===== src/rtl/uart_pkg.sv =====
// -----------------------------------------------------------------------------
// uart_pkg
// Shared definitions for the UART transmit path:
//   - tx_state_t      : transmit FSM state encoding
//   - PAR_EVEN/PAR_ODD: values of the par_typ input
//   - DEFAULT_PRESCALE: bit period used when the prescale input is 0 or 1
//   - effective_prescale(): maps a raw prescale input to the bit period used
// -----------------------------------------------------------------------------
package uart_pkg;

    typedef enum logic [2:0] {
        IDLE   = 3'd0,
        START  = 3'd1,
        DATA   = 3'd2,
        PARITY = 3'd3,
        STOP   = 3'd4
    } tx_state_t;

    localparam logic PAR_EVEN = 1'b0;
    localparam logic PAR_ODD  = 1'b1;

    localparam int PRESCALE_WIDTH = 5;
    localparam logic [PRESCALE_WIDTH-1:0] DEFAULT_PRESCALE = 5'd16;

    // A bit period shorter than two cycles is meaningless for the
    // oversampling receiver, so 0 and 1 fall back to the default rate.
    function automatic logic [PRESCALE_WIDTH-1:0] effective_prescale(
        input logic [PRESCALE_WIDTH-1:0] raw
    );
        logic [PRESCALE_WIDTH-1:0] eff;
        if (raw < 5'd2) begin
            eff = DEFAULT_PRESCALE;
        end else begin
            eff = raw;
        end
        return eff;
    endfunction

endpackage


===== src/rtl/uart_tx_bit_timer.sv =====
// -----------------------------------------------------------------------------
// uart_tx_bit_timer
// Edge (per-bit cycle) counter and data-bit index counter for the UART
// transmitter, structured like the receive-side edge/bit counter.
// Ports:
//   clk, rst      : clock, synchronous active-high reset
//   enable        : FSM is in a non-idle state; counters run
//   data_phase    : FSM is in the DATA state; bit index advances
//   prescale_eff  : latched bit period in clock cycles (2..31)
//   bit_tick      : terminal edge count, the current bit ends at this edge
//   last_bit      : bit index points at the final data bit
// -----------------------------------------------------------------------------
module uart_tx_bit_timer
    import uart_pkg::*;
#(
    parameter int DATA_WIDTH         = 8,
    parameter int BIT_COUNTER_WIDTH  = 4,
    parameter int EDGE_COUNTER_WIDTH = 5
) (
    input  logic                      clk,
    input  logic                      rst,
    input  logic                      enable,
    input  logic                      data_phase,
    input  logic [PRESCALE_WIDTH-1:0] prescale_eff,
    output logic                      bit_tick,
    output logic                      last_bit
);

    logic [EDGE_COUNTER_WIDTH-1:0] edge_cnt_r;
    logic [BIT_COUNTER_WIDTH-1:0]  bit_idx_r;
    logic                          terminal_s;

    assign terminal_s = (edge_cnt_r == EDGE_COUNTER_WIDTH'(prescale_eff - 5'd1));
    assign bit_tick   = enable && terminal_s;
    assign last_bit   = (bit_idx_r == BIT_COUNTER_WIDTH'(DATA_WIDTH - 1));

    // Per-bit cycle counter: held at zero while idle so every frame starts clean.
    always_ff @(posedge clk) begin
        if (rst) begin
            edge_cnt_r <= '0;
        end else if (!enable) begin
            edge_cnt_r <= '0;
        end else if (terminal_s) begin
            edge_cnt_r <= '0;
        end else begin
            edge_cnt_r <= edge_cnt_r + 1'b1;
        end
    end

    // Data-bit index: only moves during DATA, otherwise parked at bit 0.
    always_ff @(posedge clk) begin
        if (rst) begin
            bit_idx_r <= '0;
        end else if (enable && data_phase) begin
            if (bit_tick) begin
                if (last_bit) begin
                    bit_idx_r <= '0;
                end else begin
                    bit_idx_r <= bit_idx_r + 1'b1;
                end
            end else begin
                bit_idx_r <= bit_idx_r;
            end
        end else begin
            bit_idx_r <= '0;
        end
    end

endmodule


===== src/rtl/uart_tx_frame.sv =====
// -----------------------------------------------------------------------------
// uart_tx_frame
// UART transmitter: serialises one word as start / data (LSB first) /
// optional parity / stop, one bit every effective-prescale clock cycles.
// Ports:
//   clk, rst   : oversampling clock, synchronous active-high reset
//   p_data     : word to transmit, latched when a frame is accepted
//   data_valid : request to send p_data (ignored while a frame is busy)
//   par_en     : append a parity bit
//   par_typ    : 0 = even parity, 1 = odd parity
//   prescale   : clock cycles per bit (0/1 mean 16), latched per frame
//   tx_out     : registered serial line, idle high
//   busy       : registered, high for the duration of the frame on tx_out
//   tx_done    : registered one-cycle pulse as busy falls
// All outputs are registered from the current state, so the line follows the
// FSM by one cycle; busy and tx_done are aligned with the line, not the FSM.
// -----------------------------------------------------------------------------
module uart_tx_frame
    import uart_pkg::*;
#(
    parameter int DATA_WIDTH         = 8,
    parameter int BIT_COUNTER_WIDTH  = 4,
    parameter int EDGE_COUNTER_WIDTH = 5
) (
    input  logic                  clk,
    input  logic                  rst,
    input  logic [DATA_WIDTH-1:0] p_data,
    input  logic                  data_valid,
    input  logic                  par_en,
    input  logic                  par_typ,
    input  logic [4:0]            prescale,
    output logic                  tx_out,
    output logic                  busy,
    output logic                  tx_done
);

    // Parity over the data word; odd parity is the inverse of the XOR.
    function automatic logic frame_parity(
        input logic [DATA_WIDTH-1:0] word,
        input logic                  typ
    );
        logic p;
        p = ^word;
        if (typ == PAR_ODD) begin
            p = ~p;
        end else begin
            p = p;
        end
        return p;
    endfunction

    tx_state_t                 state_r;
    tx_state_t                 state_next_s;
    logic [DATA_WIDTH-1:0]     shift_r;
    logic                      par_en_r;
    logic                      par_bit_r;
    logic [PRESCALE_WIDTH-1:0] prescale_r;
    logic                      tx_out_r;
    logic                      busy_r;
    logic                      tx_done_r;
    logic                      line_s;
    logic                      busy_s;
    logic                      done_s;
    logic                      start_s;
    logic                      timer_en_s;
    logic                      data_phase_s;
    logic                      bit_tick_s;
    logic                      last_bit_s;

    // busy_r is still high in the first IDLE cycle (the last stop-bit cycle on
    // the line), so a request there is dropped; this guarantees one idle-high
    // cycle after the tx_done cycle before the next start bit.
    assign start_s      = (state_r == IDLE) && data_valid && !busy_r;
    assign timer_en_s   = (state_r != IDLE);
    assign data_phase_s = (state_r == DATA);

    uart_tx_bit_timer #(
        .DATA_WIDTH         (DATA_WIDTH),
        .BIT_COUNTER_WIDTH  (BIT_COUNTER_WIDTH),
        .EDGE_COUNTER_WIDTH (EDGE_COUNTER_WIDTH)
    ) u_bit_timer (
        .clk          (clk),
        .rst          (rst),
        .enable       (timer_en_s),
        .data_phase   (data_phase_s),
        .prescale_eff (prescale_r),
        .bit_tick     (bit_tick_s),
        .last_bit     (last_bit_s)
    );

    // FSM state register.
    always_ff @(posedge clk) begin
        if (rst) begin
            state_r <= IDLE;
        end else begin
            state_r <= state_next_s;
        end
    end

    // FSM next-state logic: every non-idle state lasts one bit period.
    always_comb begin
        state_next_s = state_r;
        case (state_r)
            IDLE: begin
                if (start_s) begin
                    state_next_s = START;
                end else begin
                    state_next_s = IDLE;
                end
            end
            START: begin
                if (bit_tick_s) begin
                    state_next_s = DATA;
                end else begin
                    state_next_s = START;
                end
            end
            DATA: begin
                if (bit_tick_s && last_bit_s) begin
                    if (par_en_r) begin
                        state_next_s = PARITY;
                    end else begin
                        state_next_s = STOP;
                    end
                end else begin
                    state_next_s = DATA;
                end
            end
            PARITY: begin
                if (bit_tick_s) begin
                    state_next_s = STOP;
                end else begin
                    state_next_s = PARITY;
                end
            end
            STOP: begin
                if (bit_tick_s) begin
                    state_next_s = IDLE;
                end else begin
                    state_next_s = STOP;
                end
            end
            default: begin
                state_next_s = IDLE;
            end
        endcase
    end

    // Frame datapath: latch the request at acceptance, shift data out LSB first.
    always_ff @(posedge clk) begin
        if (rst) begin
            shift_r    <= '0;
            par_en_r   <= 1'b0;
            par_bit_r  <= 1'b0;
            prescale_r <= DEFAULT_PRESCALE;
        end else if (start_s) begin
            shift_r    <= p_data;
            par_en_r   <= par_en;
            par_bit_r  <= frame_parity(p_data, par_typ);
            prescale_r <= effective_prescale(prescale);
        end else if (data_phase_s && bit_tick_s) begin
            shift_r    <= {1'b0, shift_r[DATA_WIDTH-1:1]};
            par_en_r   <= par_en_r;
            par_bit_r  <= par_bit_r;
            prescale_r <= prescale_r;
        end else begin
            shift_r    <= shift_r;
            par_en_r   <= par_en_r;
            par_bit_r  <= par_bit_r;
            prescale_r <= prescale_r;
        end
    end

    // FSM output logic: line level, busy and completion for the next cycle.
    always_comb begin
        line_s = 1'b1;
        busy_s = (state_r != IDLE);
        done_s = busy_r && (state_r == IDLE);
        case (state_r)
            IDLE:    line_s = 1'b1;
            START:   line_s = 1'b0;
            DATA:    line_s = shift_r[0];
            PARITY:  line_s = par_bit_r;
            STOP:    line_s = 1'b1;
            default: line_s = 1'b1;
        endcase
    end

    // Output registers: no combinational path from inputs to the pins.
    always_ff @(posedge clk) begin
        if (rst) begin
            tx_out_r  <= 1'b1;
            busy_r    <= 1'b0;
            tx_done_r <= 1'b0;
        end else begin
            tx_out_r  <= line_s;
            busy_r    <= busy_s;
            tx_done_r <= done_s;
        end
    end

    assign tx_out  = tx_out_r;
    assign busy    = busy_r;
    assign tx_done = tx_done_r;

endmodule


===== config.mk =====
export PLATFORM = sky130hd
export DESIGN_NAME = uart_tx_frame
export DESIGN_NICKNAME = d
export VERILOG_FILES = /design/src/rtl/uart_pkg.sv /design/src/rtl/uart_tx_bit_timer.sv /design/src/rtl/uart_tx_frame.sv
export SDC_FILE = /design/constraint.sdc
export NUM_CORES = 1
export LEC_CHECK = 0
export CAP_MARGIN = 10
export CORE_ASPECT_RATIO = 0.6
export CORE_MARGIN = 5
export CORE_UTILIZATION = 53
export DETAILED_ROUTE_END_ITERATION = 7
export PLACE_DENSITY_LB_ADDON = 0.12
export SYNTH_ARGS = -nofsm -noshare
export SYNTH_HDL_FRONTEND = slang
export SYNTH_SLANG_ARGS = --single-unit

===== constraint.sdc =====
create_clock -name clk -period 2.6 [get_ports clk]
set_clock_uncertainty 0.15 [all_clocks]
set_input_delay 0.78 -clock clk [delete_from_list [all_inputs] [get_ports clk]]
set_output_delay 0.78 -clock clk [all_outputs]
set_load 0.05 [all_outputs]

# After elaboration in Yosys (flattened, before gate mapping)

Cells that the tools add are included.

Bitwise operators: 3
$add $sub $neg: 3
Eq/ne operators: 6
Muxes and demuxes: 13
Magnitude comparators: 1
Reductions and logical operators: 14

Operators with widths:

| operator            | number |
|---|---|
| $mux 8              | 2 |
| $pmux 3 s5          | 1 |
| $mux 3              | 4 |
| $reduce_xor 8->1    | 1 |
| $logic_and 1x1->1   | 7 |
| $eq 3x2->1 const B  | 2 |
| $add 5x1->5 const B | 1 |
| $eq 5x5->1          | 1 |
| $lt 5x2->1 const B  | 1 |
| $mux 5              | 1 |
| $sub 5x1->5 const B | 1 |
| $add 4x1->4 const B | 1 |
| $eq 4x3->1 const B  | 1 |
| $mux 4              | 1 |
| $eq 3x1->1 const B  | 1 |
| $eq 3x3->1 const B  | 1 |
| $logic_not 3->1     | 1 |
| $not 1->1           | 3 |
| $pmux 1 s3          | 1 |
| $reduce_bool 3->1   | 1 |
| $reduce_or 3->1     | 1 |
| $mux 1              | 2 |
| $mux 2              | 1 |
| $reduce_bool 2->1   | 1 |
| 2 further kinds     | 2 |

Register bits after elaboration: 30
Word-level logic and storage cells: 50

# Logic depth before layout (Yosys ltp)

Gate-level depths: netlist of run 1.

Word-level depth: 6
Depth in mapped cells: 8
Mapped depth without buffers: 7

# Modules after synthesis

From an unflattened synthesis of run 1, not the netlist that was laid out.

Cells, all modules: 170
Area, all modules: 1,565.3 um^2

Modules (own cells, without submodules):

| module            | area each (um^2) | times used | seq. area each (um^2) | cells each |
|---|---|---|---|---|
| uart_tx_frame     | 1,011.0          | 1          | 420.4                 | 107 |
| uart_tx_bit_timer | 554.3            | 1          | 180.2                 | 63 |

# Least setup slack after synthesis of run 1

Ideal clock, no wire load.

Path kind: flip-flop to flip-flop
Start point: register prescale_r[0]
End point: register u_bit_timer.bit_idx_r[1]
Data required time: 2.380 ns
Arrival: 1.794 ns
Slack: 0.586 ns
Cell stages (with the launch flop): 9
Path buffers: 1
Cells stage by stage: dfxtp_1 -> inv_1 -> ha_1 -> xor2_1 -> o211a_4 -> o211ai_2 -> buf_6 -> or3b_1 -> a21oi_1

Word-level cells in the longest chain between the ends: 3

RTL lines:

| what                   | line                    | source |
|---|---|---|
| from (decl)            | uart_tx_frame.sv:57     | `logic [PRESCALE_WIDTH-1:0] prescale_r;` |
| from (signal assigned) | uart_tx_frame.sv:160    | `prescale_r <= effective_prescale(prescale);` |
| from (signal assigned) | uart_tx_frame.sv:165    | `prescale_r <= prescale_r;` |
| from (signal assigned) | uart_tx_frame.sv:170    | `prescale_r <= prescale_r;` |
| $sub 5x1->5            | uart_tx_bit_timer.sv:33 | `assign terminal_s = (edge_cnt_r == EDGE_COUNTER_WIDTH'(prescale_eff - 5'd1));` |
| $eq 5x5->1             | uart_tx_bit_timer.sv:33 |  |
| $logic_and 1x1->1      | uart_tx_bit_timer.sv:34 | `assign bit_tick = enable && terminal_s;` |
| to (signal assigned)   | uart_tx_bit_timer.sv:59 | `bit_idx_r <= bit_idx_r + 1'b1;` |
| to (signal assigned)   | uart_tx_bit_timer.sv:62 | `bit_idx_r <= bit_idx_r;` |
| to (decl)              | uart_tx_bit_timer.sv:30 | `logic [BIT_COUNTER_WIDTH-1:0] bit_idx_r;` |

No other way between the ends.
A chain may end at the register's enable or synchronous reset.

# Final worst setup path of run 1

Start point: register busy_r, in the netlist busy
End point: output busy

RTL lines:

| what                   | line                 | source |
|---|---|---|
| from (decl)            | uart_tx_frame.sv:59  | `logic busy_r;` |
| from (signal assigned) | uart_tx_frame.sv:197 | `busy_r <= busy_s;` |
| to (decl)              | uart_tx_frame.sv:33  | `output logic busy,` |

No word-level cell between the ends.

==> impl_metrics.csv, run 1 <==
group,metric,value,unit
outcome,status,"completed",
cts,hold_buffers,0,
power_and_ir_drop,power_leakage,0.7200,nW
route,num_vias,1222,
power_and_ir_drop,power_frac_clock,0.388,
synth,syn_inst,163,
power_and_ir_drop,combinationalPowerShare,0.157,
global_routing,grt_max_degree,21,
cts,cts_root_buf,"clkbuf_8",
critical_path,path_buf_inv,1,
cts,clock_latency,0.27,ns
synth,syn_avg_cell_area,9.219,um^2
cts,clk_path_buf_depth,2,
synth,synth_top_area_cell,"dfxtp_1",
place,gp_congestion,0.7714,
power_and_ir_drop,ir_drop,0.3289,mV
critical_path,criticalPathCategory,"reg -> out",
synth,synth-simple-area-share,0.2023,
min_path,whs_path_depth,2,
critical_path,worstPathArrival,1.45,ns
layout,syn_to_final_growth,22.90,%
timing,timing.fmax,420.6,MHz
power_and_ir_drop,p_total,1.120,mW
cts,h-tree-depth,2,
synth,syn_nets,184,
min_path,hp-class,"reg -> reg",
critical_path,crit_path_end_kind,"output pin",
synth,synth_edf_count,0,
critical_path,crit_chain,"clkdlybuf4s50_1",
critical_path,worst-path-stages,1,
layout,nNetsFinal,207,
critical_path,cp_slowest_stage_delay,0.81,ns
route,drtIter0Drc,37,
floorplanning,dieArea,4035,um^2
synth,yosysSeqAreaShare,0.3997,
synth,yosysUniqueCellTypes,41,
place,portBuffers,20,
critical_path,rr_worst_depth,7,
global_routing,grt_pass1_wl,5.388,mm
layout,num_antenna_cells,0,
synth,ys_top_cells_by_area,"dfxtp_1, xnor2_1, mux2i_1, xor2_1, nor2_1",
critical_path,reg2reg_setup_slack,0.25,ns
floorplanning,core,2796,um^2
job,cap_violations,0,
power_and_ir_drop,pwr-share-seq,0.454,
synth,synth_flop_cell,"dfxtp_1",
critical_path,start_kind,"register",
global_routing,grt_overflow,0,
timing,final_hold_viol_count,0,
route,firstDrtPassIters,4,
synth,synth_mux_area_frac,0.05412,
layout,fillerInstances,226,
synth,synth-xor-area-share,0.1041,
floorplanning,die_height,51.25,um
place,detailed_place_hpwl,2.374,mm
critical_path,required,1.67,ns
power_and_ir_drop,p_per_area,606.3,nW/um^2
timing,setup_viol,0,
synth,synth_compound_area_frac,0.1790,
route,ant_nets,0,
synth,ys_warn_count,0,
synth,synth_top_family_by_area,"simple AND/OR/NAND/NOR gates",
route,drc,0,
layout,layout-drive-gt1-share,0.09091,
critical_path,crit_fanout,3,
cts,clk_pin_slew,0.07,ns
timing,max_slew_margin,0.6353,
global_routing,grtUsageTotal,0.1727,
timing,fin_crit_sh,0.9145,
route,vias_per_cell,5.529,
synth,synth_most_common_cell,"dfxtp_1",
power_and_ir_drop,p_sw,278.8,uW
floorplanning,num_rows,15,
route,routed_wl,3.172,mm
timing,maxSlewViolCount,0,
power_and_ir_drop,p_sw_frac,0.2490,
global_routing,antenna_found_initial,0,
floorplanning,start_util,0.5374,
synth,synth_top_cell_area_share,0.3997,
critical_path,slowest_stage,"clkdlybuf4s50_1",
synth,ys_seq_elements,30,
timing,finalCriticalPeriod,2.378,ns
floorplanning,ioPinCount,21,
synth,netlist_top_cells_count,"dfxtp_1, nor2_1, nand2_1, a21oi_1, xnor2_1",
floorplanning,die-width,78.74,um
synth,synth_adder_area_share,0.02498,
timing,tightest_slew,0.5455,ns
timing,fin_tns_setup,0,ns
power_and_ir_drop,power.internal,840.9,uW
timing,rsz0062_at_grt,"no",
route,routedWlPerCell,14.35,um
synth,synth_area,1503,um^2
cts,tritoncts,"built",
cts,cts.sinks,30,
global_routing,grt_pass1_vias,1176,
cts,postCtsSetupBuffers,0,
synth,async_reset_ff_frac,0,
cts,postCtsResizedCells,0,
critical_path,crit_family,"buffers and inverters",
cts,cts-buffers-inserted,5,
==> final timing paths <==
path,from,to
setup / recovery,busy,busy
hold / removal,shift_r[7],shift_r[7]
setup reg to reg,prescale_r[0],u_bit_timer.bit_idx_r[3]
hold reg to reg,shift_r[7],shift_r[7]
==> power groups by stage <==
| stage | logic (mW) | registers [mW] | clock network, mW |
|---|---|---|---|
| after CTS | 0.177 | 0.508 | 0.445 |
| after global routing | 0.194 | 0.512 | 0.467 |
| after detailed placement | 0.176 | 0.518 | 0 |
| after global placement | 0.169 | 0.517 | 0 |
| after floorplan | 0.112 | 0.518 | 0 |
| final | 0.176 | 0.509 | 0.435 |
==> through the flow <==
stage / area, um^2 / hold slack (ns) / std cells / setup slack (ns) / utilization
finish: 1847 / 0.3160 / 221 / 0.2222 / 0.6604
global route: 1847 / 0.3346 / 221 / 0.09015 / 0.6604
CTS: 1847 / 0.3142 / 221 / 0.2095 / 0.6604
detailed placement: 1737 / 0.3077 / 213 / 0.1520 / 0.6210
global placement: 1737 / 0.3009 / 213 / 0.2633 / 0.6210
floorplan: 1503 / 0.2896 / 163 / 0.5857 / -
==> cell families after synthesis <==
family / count (synthesis)
compound gates: 36
xor+xnor: 17
fa+ha+maj: 3
buf+inv: 12
flops: 30
mux: 8
simple gates: 57
==> routing by layer <==
| metal | vias to the layer above | global-route usage | share of wire |
|---|---|---|---|
| met2 | 31 | 0.2761 | 0.46 |
| met4 | 0 | 0.04360 | 0.0044 |
| met5 | - | 0 | 0 |
| met3 | 2 | 0.06690 | 0.060 |
| li1 | 620 | - | - |
| met1 | 569 | 0.2191 | 0.48 |
==> cells in the final DEF (no fill, tap or decap), types with 2 or more instances in the layout <==
cell             Yosys  routed
a211oi_1             7       7
a21oi_1             11      11
a22o_1               2       2
buf_4                0       4
clkbuf_8             0       8
clkdlybuf4s50_1      0      20
dfxtp_1             30      30
ha_1                 3       3
inv_1                4       4
mux2i_1              7       7
nand2_1             13      13
nand2b_1             2       2
nand3_1              3       3
nand3b_1             3       3
nor2_1              16      16
nor3_1               4       4
nor3b_1              4       4
o21ai_0              5       5
o31ai_1              2       2
or3b_1               2       2
or4_1                3       3
xnor2_1              9       9
xor2_1               7       7
==> registers in the layout, summed over array words and instances (netlist names), 3 cells and up <==
name / flops
shift_r: 8
prescale_r: 5
u_bit_timer.edge_cnt_r: 5
u_bit_timer.bit_idx_r: 4
state_r: 3
==> final cells by class <==
cell class	instances	area, um^2	area share
clock buffer	8	110.1	0.05962
inverter	4	15.01	0.008130
multi-input combinational	121	848.3	0.4594
sequential	30	600.6	0.3252
tap	34	42.54	0.02304
timing repair buffer	24	230.2	0.1247
Power figures use the tool's default switching activity.
==> inputs of run 2 (changes only) <==
--- a/config.mk
+++ b/config.mk
@@ -11,6 +11,7 @@
 export CORE_UTILIZATION = 53
 export DETAILED_ROUTE_END_ITERATION = 7
 export PLACE_DENSITY_LB_ADDON = 0.12
+export REMOVE_ABC_BUFFERS = 1
 export SYNTH_ARGS = -nofsm -noshare
 export SYNTH_HDL_FRONTEND = slang
 export SYNTH_SLANG_ARGS = --single-unit
==> run 2 against run 1 <==
Against the previous run:
- wire length fell by 6.0%
- sequential share of layout area rose by 0.61 points
- final cell count fell by 0.45%
- register-to-register slack barely moved
- global-route usage rose by 0.60 points
==> impl_metrics.csv, run 2 (same netlist as run 1, synthesis figures left out) <==
group,metric,value,unit
layout,top_regs,"shift_r x8, prescale_r x5, u_bit_timer.edge_cnt_r x5",
power_and_ir_drop,p_per_area,566.6,nW/um^2
place,gp_congestion,0.7427,
place,placed_cell_area,1737,um^2
route,vias_per_cell,5.559,
cts,clock_latency,0.28,ns
global_routing,grt_pass1_wl,5.423,mm
cts,cts_root_buf,"clkbuf_8",
cts,postCtsSetupBuffers,0,
floorplanning,dieArea,4035,um^2
critical_path,worstPathArrival,1.42,ns
timing,tightest_slew,0.5773,ns
timing,final_hold_viol_count,0,
route,routedWlPerCell,13.55,um
cts,postCtsResizedCells,0,
route,drtIter0Drc,80,
layout,top_register,"shift_r",
layout,seq_area,600.6,um^2
cts,clk_path_buf_depth,2,
power_and_ir_drop,power_leakage,0.7008,nW
critical_path,cp_slowest_stage_delay,0.80,ns
cts,cts-buffers-inserted,5,
timing,rsz0062_at_grt,"no",
timing,fin_tns_setup,0,ns
floorplanning,die_height,51.25,um
outcome,status,"completed",
floorplanning,core,2796,um^2
power_and_ir_drop,ir_drop,0.4177,mV
route,ant_nets,0,
layout,layout-drive-gt1-share,0.07527,
timing,setup_viol,0,
layout,largest_reg_flops,8,
layout,final_area,1813,um^2
floorplanning,ioPinCount,21,
critical_path,worst-path-stages,1,
cts,h-tree-depth,2,
layout,fillerInstances,226,
critical_path,crit_fanout,3,
route,firstDrtPassIters,4,
layout,syn_to_final_growth,20.65,%
min_path,hp-class,"reg -> reg",
place,detailed_place_hpwl,2.261,mm
layout,stdcell_count,220,
cts,cts.sinks,30,
route,drc,0,
layout,final_common_cell,"dfxtp_1",
layout,nNetsFinal,207,
place,dp.cells,213,
global_routing,grt_pass1_vias,1186,
cts,clk_pin_slew,0.06,ns
layout,final_cell_mix,"dfxtp_1, clkdlybuf4s50_1, nor2_1, nand2_1, a21oi_1",
cts,tritoncts,"built",
floorplanning,num_rows,15,
timing,max_slew_margin,0.6143,
critical_path,slowest_stage,"clkdlybuf4s50_1",
timing,finalCriticalPeriod,2.350,ns
layout,num_antenna_cells,0,
global_routing,antenna_found_initial,0,
route,num_vias,1223,
critical_path,crit_path_end_kind,"output pin",
timing,whs,0.3170,ns
critical_path,required,1.67,ns
critical_path,rr_worst_depth,7,
global_routing,grt_overflow,0,
route,routed_wl,2.981,mm
cts,hold_buffers,0,
critical_path,path_buf_inv,1,
critical_path,start_kind,"register",
critical_path,criticalPathCategory,"reg -> out",
floorplanning,start_util,0.5374,
job,cap_violations,0,
global_routing,grt_max_degree,21,
critical_path,crit_family,"buffers and inverters",
critical_path,crit_chain,"clkdlybuf4s50_1",
min_path,whs_path_depth,2,
global_routing,grtUsageTotal,0.1787,
timing,fin_crit_sh,0.9037,
timing,timing.fmax,425.6,MHz
layout,multiInputGateArea,848.3,um^2
floorplanning,die-width,78.74,um
timing,maxSlewViolCount,0,
power_and_ir_drop,p_total,1.027,mW
place,portBuffers,20,
[run 2: cell types whose count changed in the layout (fill, tap and decap cells not counted)]
| cell | delta |
|---|---|
| clkbuf_8 | -3 |
| clkbuf_1 | +2 |
[run 2: worst min-delay path, stage by stage (launching register included)]
cell,delay [ns]
dfxtp_1,0.31
nand3_1,0.06
a21oi_1,0.05
[run 2: layout make-up]
| type | count | share of cell area |
|---|---|---|
| clock buffer | 7 | 0.04210 |
| inverter | 4 | 0.008282 |
| multi-input combinational | 121 | 0.4679 |
| sequential | 30 | 0.3313 |
| tap | 34 | 0.02346 |
| timing repair buffer | 24 | 0.1270 |
[run 2: path summary, 6_finish.rpt]
path	startpoint	to	slack (ns)
setup reg to reg	prescale_r[0]	u_bit_timer.bit_idx_r[0]	0.25
hold reg to reg	shift_r[7]	shift_r[7]	0.32
hold / removal	shift_r[7]	shift_r[7]	0.32
setup / recovery	busy	busy	0.25
[run 2: metrics by stage]
step                        util  setup slack (ns)
after floorplan                -            0.5064
after global placement    0.6210            0.3344
after detailed placement  0.6210            0.2599
after CTS                 0.6483            0.2378
after global routing      0.6483           0.09012
final                     0.6483            0.2504
[run 2: power by group]
group	switching [mW]	total, mW	internal, mW
Combinational	0.0879	0.175	0.0875
Clock	0.162	0.345	0.184
Sequential	0.0198	0.506	0.487
[run 2: layer usage]
metal,part of all wire,track usage
met5,0,0
met4,0.022,0.09593
met3,0.043,0.05986
met2,0.43,0.2676
met1,0.51,0.2271
==> inputs of run 3 (changes only) <==
--- a/config.mk
+++ b/config.mk
@@ -5,10 +5,11 @@
 export SDC_FILE = /design/constraint.sdc
 export NUM_CORES = 1
 export LEC_CHECK = 0
+export ABC_AREA = 1
 export CAP_MARGIN = 10
 export CORE_ASPECT_RATIO = 0.6
 export CORE_MARGIN = 5
-export CORE_UTILIZATION = 53
+export CORE_UTILIZATION = 55
 export DETAILED_ROUTE_END_ITERATION = 7
 export PLACE_DENSITY_LB_ADDON = 0.12
 export REMOVE_ABC_BUFFERS = 1
==> run 3 against run 2 <==
Against the previous run:
- area after synthesis is 14% higher
- first-iteration DRC count is 11% lower
- combinational power is 62% higher
- core utilization is 4.1 points higher
- maximum frequency is 0.57% lower
- non-clock buffer count is 2 lower
- die area is 8.2% higher
- sequential power is 3% higher
- critical endpoint unchanged
- largest cell class unchanged
- highest routed layer unchanged
==> impl_metrics.csv, run 3 <==
group,metric,value,unit
outcome,status,"completed",
critical_path,required,1.67,ns
global_routing,antenna_found_initial,0,
route,drc,0,
critical_path,crit_fanout,3,
floorplanning,dieArea,4364,um^2
cts,hold_buffers,0,
synth,syn_inst,232,
synth,netlist_top_cells_count,"nand2_1, dfxtp_1, inv_1, nor2_1, a21oi_1",
cts,cts.sinks,30,
synth,syn_avg_cell_area,7.378,um^2
floorplanning,num_rows,15,
floorplanning,start_util,0.5846,
synth,ys_top_cells_by_area,"dfxtp_1, nand2_1, inv_1, nor2_1, a21oi_1",
cts,cts-buffers-inserted,5,
critical_path,crit_family,"buffers and inverters",
timing,setup_viol,0,
power_and_ir_drop,p_per_area,589.2,nW/um^2
timing,finalCriticalPeriod,2.363,ns
layout,final_common_cell,"nand2_1",
layout,largest_reg_flops,8,
cts,h-tree-depth,2,
critical_path,path_buf_inv,1,
cts,cts_root_buf,"clkbuf_8",
cts,postCtsSetupBuffers,0,
route,firstDrtPassIters,4,
timing,tightest_slew,0.4993,ns
route,ant_nets,0,
layout,layout-drive-gt1-share,0.1868,
route,num_vias,1448,
global_routing,grt_pass1_vias,1313,
synth,synth_most_common_cell,"nand2_1",
cts,clk_pin_slew,0.06,ns
min_path,hp-class,"reg -> reg",
synth,synth_edf_count,0,
layout,num_antenna_cells,0,
critical_path,worst-path-stages,1,
power_and_ir_drop,ir_drop,0.3610,mV
place,portBuffers,20,
critical_path,crit_end,"busy",
timing,maxSlewViolCount,0,
synth,yosysUniqueCellTypes,33,
layout,nNetsFinal,277,
floorplanning,die-width,82.02,um
layout,top_regs,"shift_r x8, prescale_r x5, u_bit_timer.edge_cnt_r x5",
global_routing,grt_max_degree,16,
cts,clk_path_buf_depth,2,
global_routing,grt_pass1_wl,5.920,mm
critical_path,crit-reg2reg-launch,"prescale_r[0]",
layout,top_register,"shift_r",
synth,synth_top_cell_area_share,0.3509,
critical_path,r2r_end,"shift_r[0]",
critical_path,slowest_stage,"clkdlybuf4s50_1",
synth,yosysSeqAreaShare,0.3509,
cts,tritoncts,"built",
layout,syn_to_final_growth,17.91,%
route,drtIter0Drc,71,
global_routing,grtUsageTotal,0.1833,
synth,synth_top_area_cell,"dfxtp_1",
critical_path,start_kind,"register",
route,vias_per_cell,4.843,
timing,final_hold_viol_count,0,
critical_path,cp_slowest_stage_delay,0.81,ns
timing,fin_tns_setup,0,ns
job,cap_violations,0,
critical_path,reg2reg_setup_slack,0.60,ns
place,gp_congestion,0.8545,
route,routedWlPerCell,11.35,um
layout,final_cell_mix,"nand2_1, dfxtp_1, inv_1, nor2_1, clkdlybuf4s50_1",
timing,max_slew_margin,0.6661,
timing,timing.fmax,423.2,MHz
global_routing,grt_overflow,0,
power_and_ir_drop,power_leakage,0.8328,nW
synth,ys_warn_count,0,
place,detailed_place_hpwl,2.556,mm
critical_path,crit_path_end_kind,"output pin",
critical_path,worstPathArrival,1.43,ns
floorplanning,die_height,53.21,um
cts,clock_latency,0.28,ns
power_and_ir_drop,p_total,1.189,mW
cts,postCtsResizedCells,0,
floorplanning,core,2928,um^2
critical_path,cp-startpoint,"busy",
timing,rsz0062_at_grt,"no",
synth,synth_area,1712,um^2
route,routed_wl,3.393,mm
timing,fin_crit_sh,0.9089,
critical_path,criticalPathCategory,"reg -> out",
floorplanning,ioPinCount,21,
critical_path,rr_worst_depth,12,
synth,synth_flop_cell,"dfxtp_1",
synth,async_reset_ff_frac,0,
critical_path,crit_chain,"clkdlybuf4s50_1",
synth,ys_seq_elements,30,
## run 3: power breakdown
group	internal (mW)	total (mW)	switching, mW
Combinational	0.113	0.284	0.171
Sequential	0.493	0.520	0.0266
Clock	0.213	0.385	0.172
## run 3: through the flow
stage	worst slack (ns)	std cells	hold slack, ns	util	area, um^2
after floorplan	0.7568	227	0.2836	-	1659
after global placement	0.2893	291	0.2951	0.6581	1927
after detailed placement	0.2936	291	0.2994	0.6581	1927
after CTS	0.2199	299	0.3092	0.6893	2018
after global routing	0.1936	299	0.3207	0.6893	2018
final	0.2369	299	0.3040	0.6893	2018
## run 3: area by class of cell
type / instances / area, um^2
Clock inverter: 1 / 5.005
Sequential cell: 30 / 600.6
Tap cell: 42 / 52.55
Timing Repair Buffer: 22 / 215.2
Inverter: 28 / 105.1
Multi-Input combinational cell: 169 / 953.4
Fill cell: 253 / 909.6
Clock buffer: 7 / 86.33
## run 3: worst min-delay path by stage
stage | cells past startpoint | startpoint | to
final | 2 | busy | tx_done
after global routing | 2 | busy | tx_done
after CTS | 2 | busy | tx_done
after detailed placement | 2 | busy | tx_done
after global placement | 2 | busy | tx_done
after floorplan | 2 | par_bit_r | tx_out
## run 3: kinds of logic (layout without fill, tap and decap cells)
kind of cell,Yosys count,after routing,share of synthesized area
AO/OA/AOI/OAI,33,33,0.1148
flip-flops,30,30,0.3509
adder cells (fa/ha/maj),3,3,0.02193
AND/OR/NAND/NOR,124,124,0.3743
XOR/XNOR,9,9,0.04605
buffers and inverters,33,58,0.09211
## run 3: metal layers
layer  vias up  track usage  share of wire
met5         -            0              0
met4         0      0.06354         0.0091
met3         5      0.05102          0.046
met2        35       0.2520           0.39
met1       616       0.2682           0.55
li1        792            -              -
